<file path="src/rtl/id_ex_stage.sv">
// ID/EX pipeline register for the vector ASIP.
// Registers the decoded control word and operands for execute, inserts a
// bubble on load-use hazards and branch flushes, holds under execute
// back-pressure and counts the load-use bubbles it inserts (saturating).
module id_ex_stage #(
    parameter int DATA_W = 128,
    parameter int REG_AW = 4,
    parameter int IMM_W  = 16,
    parameter int CNT_W  = 16
) (
    input  logic              clk,
    input  logic              rst,
    input  logic              id_valid,
    input  logic              id_wmem,
    input  logic              id_rmem,
    input  logic              id_wreg,
    input  logic              id_cond_en,
    input  logic              id_jmp_sel,
    input  logic              id_vf,
    input  logic [1:0]        id_jmp_f,
    input  logic [2:0]        id_alu_ins,
    input  logic [1:0]        id_extnd_sel,
    input  logic [REG_AW-1:0] id_rs1,
    input  logic [REG_AW-1:0] id_rs2,
    input  logic [REG_AW-1:0] id_rd,
    input  logic              id_rs1_used,
    input  logic              id_rs2_used,
    input  logic [DATA_W-1:0] id_data1,
    input  logic [DATA_W-1:0] id_data2,
    input  logic [IMM_W-1:0]  id_imm,
    input  logic              flush,
    input  logic              ex_stall,
    output logic              ex_valid,
    output logic              ex_wmem,
    output logic              ex_rmem,
    output logic              ex_wreg,
    output logic              ex_cond_en,
    output logic              ex_jmp_sel,
    output logic              ex_vf,
    output logic [1:0]        ex_jmp_f,
    output logic [2:0]        ex_alu_ins,
    output logic [1:0]        ex_extnd_sel,
    output logic [REG_AW-1:0] ex_rs1,
    output logic [REG_AW-1:0] ex_rs2,
    output logic [REG_AW-1:0] ex_rd,
    output logic [DATA_W-1:0] ex_data1,
    output logic [DATA_W-1:0] ex_data2,
    output logic [IMM_W-1:0]  ex_imm,
    output logic              stall_if_id,
    output logic [CNT_W-1:0]  bubble_cnt
);

    logic flush_pending;
    logic rs1_hit;
    logic rs2_hit;
    logic load_use;
    logic kill;
    logic take;
    logic zero;

    // Saturating increment: the profiling counter sticks at all-ones.
    function automatic logic [CNT_W-1:0] sat_inc(input logic [CNT_W-1:0] v);
        logic [CNT_W-1:0] one;
        one = {{(CNT_W-1){1'b0}}, 1'b1};
        return (&v) ? v : v + one;
    endfunction

    // A load in EX whose destination feeds a source the ID instruction reads.
    assign rs1_hit  = id_rs1_used & (id_rs1 == ex_rd);
    assign rs2_hit  = id_rs2_used & (id_rs2 == ex_rd);
    assign load_use = id_valid & ex_valid & ex_rmem & ex_wreg & (rs1_hit | rs2_hit);
    assign kill     = flush | flush_pending;

    // A kill outranks the hazard: the killed instruction never needs the load.
    assign stall_if_id = ~rst & (ex_stall | (load_use & ~kill));

    // take: capture a real instruction; zero: load a bubble (or reset).
    assign take = ~ex_stall & ~kill & ~load_use & id_valid;
    assign zero = rst | (~ex_stall & ~take);

    // ID -> EX register: bubble zeroes every field, stall holds everything.
    always_ff @(posedge clk) begin
        if (zero) begin
            ex_valid     <= 1'b0;
            ex_wmem      <= 1'b0;
            ex_rmem      <= 1'b0;
            ex_wreg      <= 1'b0;
            ex_cond_en   <= 1'b0;
            ex_jmp_sel   <= 1'b0;
            ex_vf        <= 1'b0;
            ex_jmp_f     <= '0;
            ex_alu_ins   <= '0;
            ex_extnd_sel <= '0;
            ex_rs1       <= '0;
            ex_rs2       <= '0;
            ex_rd        <= '0;
            ex_data1     <= '0;
            ex_data2     <= '0;
            ex_imm       <= '0;
        end else if (take) begin
            ex_valid     <= 1'b1;
            ex_wmem      <= id_wmem;
            ex_rmem      <= id_rmem;
            ex_wreg      <= id_wreg;
            ex_cond_en   <= id_cond_en;
            ex_jmp_sel   <= id_jmp_sel;
            ex_vf        <= id_vf;
            ex_jmp_f     <= id_jmp_f;
            ex_alu_ins   <= id_alu_ins;
            ex_extnd_sel <= id_extnd_sel;
            ex_rs1       <= id_rs1;
            ex_rs2       <= id_rs2;
            ex_rd        <= id_rd;
            ex_data1     <= id_data1;
            ex_data2     <= id_data2;
            ex_imm       <= id_imm;
        end
    end

    // Remember a flush seen under back-pressure; count load-use bubbles.
    always_ff @(posedge clk) begin
        if (rst) begin
            flush_pending <= 1'b0;
            bubble_cnt    <= '0;
        end else if (ex_stall) begin
            if (flush) begin
                flush_pending <= 1'b1;
            end
        end else if (kill) begin
            flush_pending <= 1'b0;
        end else if (load_use) begin
            bubble_cnt <= sat_inc(bubble_cnt);
        end
    end

endmodule
</file>
<file path="config.mk">
export PLATFORM = sky130hd
export DESIGN_NAME = id_ex_stage
export DESIGN_NICKNAME = d
export VERILOG_FILES = /design/src/rtl/id_ex_stage.sv
export SDC_FILE = /design/constraint.sdc
export NUM_CORES = 1
export LEC_CHECK = 0
export ABC_CLOCK_PERIOD_IN_PS = 2250
export CORE_AREA = 2 2 244 246
export DETAILED_ROUTE_END_ITERATION = 10
export DIE_AREA = 0 0 246 248
export PLACE_DENSITY = 0.53
export SLEW_MARGIN = 25
export SYNTH_ARGS = -nofsm -noshare
export SYNTH_HDL_FRONTEND = slang
export SYNTH_SLANG_ARGS = --single-unit
</file>
<file path="constraint.sdc">
create_clock -name clk -period 2.25 [get_ports clk]
set_clock_uncertainty 0.2 [all_clocks]
set_input_delay 0.45 -clock clk [delete_from_list [all_inputs] [get_ports clk]]
set_output_delay 0.45 -clock clk [all_outputs]
set_load 0.05 [all_outputs]
</file>
==> impl_metrics.csv, run 1 <==
group,metric,value,unit
power,power_switching,3760,uW
status,outcome,"finished, violations left",
layout,layout_commonest_cell,"dfxtp_1",
layout,layout-drive-gt1-share,0.273,
cts,cts_max_level,2,
timing,grt_setup_unrepaired,"yes",
power,ir_worst_vdd,0.548,mV
cts,cts_tree,"done",
synth,yosys.area.top_type,"dfxtp_1",
power,intPower,10400,uW
synth,avgSynthCellArea,8.63,um^2
route,vias,15200,
route,routed_wl,64.9,mm
timing,setup_slack,-0.348,ns
timing,finalCriticalPeriod,2.60,ns
timing,slew_headroom,0.522,
layout,nets,2492,
critical_path,r2r_cells,10,
critical_path,end_kind,"output pin",
synth,netlist_area,0.0131,mm^2
synth,syn-num-nets,1823,
route,drt-pass1-iter-count,5,
synth,synthCells,1518,
synth,synth_edf_count,0,
power,p_leak,0.00925,uW
placement,portBuffers,618,
timing,fin_crit_sh,1.15,
critical_path,critical_path_class,"input port to output pin",
global_route,grt_pass1_wl,90.2,mm
power,combPwrFrac,0.164,
critical_path,cp_max_fo,2,
critical_path,cp.arrival,1.95,ns
timing,clock.fmax,385,MHz
synth,ys.flop_type,"dfxtp_1",
timing,setup_viol_count_final,278,
route,drc,0,
global_route,grt_max_degree,96,
floorplan,die_w,246,um
power,power_frac_clock,0.432,
status,violations,"negative setup slack",
synth,yosysWarningCount,0,
synth,synth_area_leaders,"dfxtp_1 48%, a211oi_1 17%, nand3_1 12%",
global_route,globalRouteOverflowTotal,0,
cts,cts_buffers,38,
cts,cts-hold-fix-buffers,0,
layout,layout_common_cells,"303 x dfxtp_1, 297 x nand3_1, 296 x clkdlybuf4s50_1",
layout,final_cell_area,0.0246,mm^2
global_route,track_usage,0.186,
route,ant_nets,0,
cts,clk_pin_slew,0.06,ns
synth,async_reset_ff_frac,0,
cts,worstSkewPairLatency,0.53,ns
cts,root_buffer,"clkbuf_16",
floorplan,die_h,248,um
min_path,hold_depth,3,
job,cap_violations,0,
floorplan,ios,619,
timing,tightest_slew,0.717,ns
global_route,antenna_found_initial,5,
global_route,grt_pass1_vias,15000,
power,p_seq_frac,0.404,
critical_path,worstPathRequired,1.60,ns
synth,synth_top_area_frac,0.481,
layout,post_layout_nonfiller_instances,2991,
floorplan,start_util,0.224,
power,swShare,0.266,
route,drt_first_iter_violations,832,
floorplan,coreArea,0.0585,mm^2
cts,clock_path_buffers,3,
placement,placed_area,0.0209,mm^2
timing,maxSlewViolCount,0,
placement,dp_cells,2854,
min_path,hold_class,"input port to flop",
floorplan,dieArea,0.0610,mm^2
placement,routabilityCongestion,0.848,
placement,dpl.hpwl,41.6,mm
synth,synth-seq-cells,315,
floorplan,placement_rows,89,
critical_path,startpoint_type,"input port",
timing,hold_viol,0,
placement,pre_cts_slack,-0.647,ns
route,via_per_inst,5.09,
layout,area_growth,87.4,%
synth,synthDistinctLibCells,38,
power,pwr_density_cell,575,mW/mm^2
synth,ys_seq_area_frac,0.481,
cts,clock-sinks,315,
route,wl_per_cell,21.7,um
[area by class of cell]
| cell class | count | area [um^2] |
|---|---|---|
| antenna | 4 | 10.0 |
| clock buffer | 58 | 1170 |
| clock inverter | 9 | 52.6 |
| fill | 5779 | 33900 |
| inverter | 1 | 3.75 |
| multi-input combinational | 997 | 7070 |
| sequential | 315 | 6340 |
| tap | 773 | 967 |
| timing repair buffer | 834 | 8950 |
[logic make-up after synthesis]
logic type | synth area share
AND/OR/NAND/NOR | 0.139
AO/OA/AOI/OAI | 0.301
buffers and inverters | 0.0697
flip-flops | 0.481
XOR/XNOR | 0.00535
adder cells (fa/ha/maj) | 0.000954
multiplexers | 0.00258
[metal layers]
layer | vias up | part of all wire | GRT usage
li1 | 7092 | - | -
met1 | 7455 | 0.41 | 0.227
met2 | 553 | 0.49 | 0.321
met3 | 122 | 0.065 | 0.0428
met4 | 2 | 0.031 | 0.0647
met5 | - | 0.00020 | 0
[stage by stage]
stage	hold WS [ns]	TNS (ns)	utilization	total power (uW)
after floorplan	0.377	-0.0361	-	6620
after global placement	0.269	-183.97	0.358	7690
after detailed placement	0.271	-188.02	0.358	7700
final	0.0668	-22.30	0.420	14100
after CTS	0.108	-22.97	0.385	14000
after global routing	0.0507	-44.42	0.420	14600
[worst paths after layout]
check,start,end,slack (ns)
setup / recovery,id_valid,stall_if_id,-0.35
hold / removal,id_rs1[0],ex_rs1[0],0.07
setup reg to reg,ex_rd[2],ex_data1[0],-0.19
hold reg to reg,ex_data2[14],ex_data2[14],0.27
[power groups by stage]
| stage | Clock, uW | Sequential (uW) | Combinational (uW) |
|---|---|---|---|
| final | 6110 | 5710 | 2320 |
| after global routing | 6500 | 5720 | 2430 |
| after CTS | 6280 | 5710 | 2000 |
| after detailed placement | 0 | 5840 | 1860 |
| after global placement | 0 | 5830 | 1850 |
| after floorplan | 0 | 6150 | 472 |
[worst max-delay path, stage by stage]
cell,delay [ns]
clkdlybuf4s50_1,0.49
and4_4,0.25
nand2_2,0.09
o22ai_4,0.21
buf_12,0.14
a21oi_4,0.05
nor2_4,0.12
buf_12,0.14
[what timing repair did]
action,CTS,global route
setup endpoints to repair,468,316
pin swaps,8,23
setup buffers,12,26
gates cloned,12,28
gates resized for setup,271,278
[registers in the layout, summed over array words and instances, names as in the netlist, 2 cells and up]
signal	cells
ex_data2	128
ex_imm	16
ex_rs2	4
ex_alu_ins	3
ex_rd	4
ex_jmp_f	2
bubble_cnt	16
ex_rs1	4
ex_data1	128
ex_extnd_sel	2
[synth_stat cells (10+ instances only)]
library cell  instances
dfxtp_1             315
clkbuf_2             10
o31ai_1              10
nand3_1             304
a211oi_1            297
or4_1                10
buf_1                10
o21ai_0             291
buf_2                81
a21oi_1              14
o21ai_1              11
clkbuf_1             98
(Power assumes the default switching activity.)
==> run 2, diff against run 1 <==
CAP_MARGIN = 20   (was default)
==> results of run 2 <==
The final DEF is identical to that of run 1; final timing and power are the same.
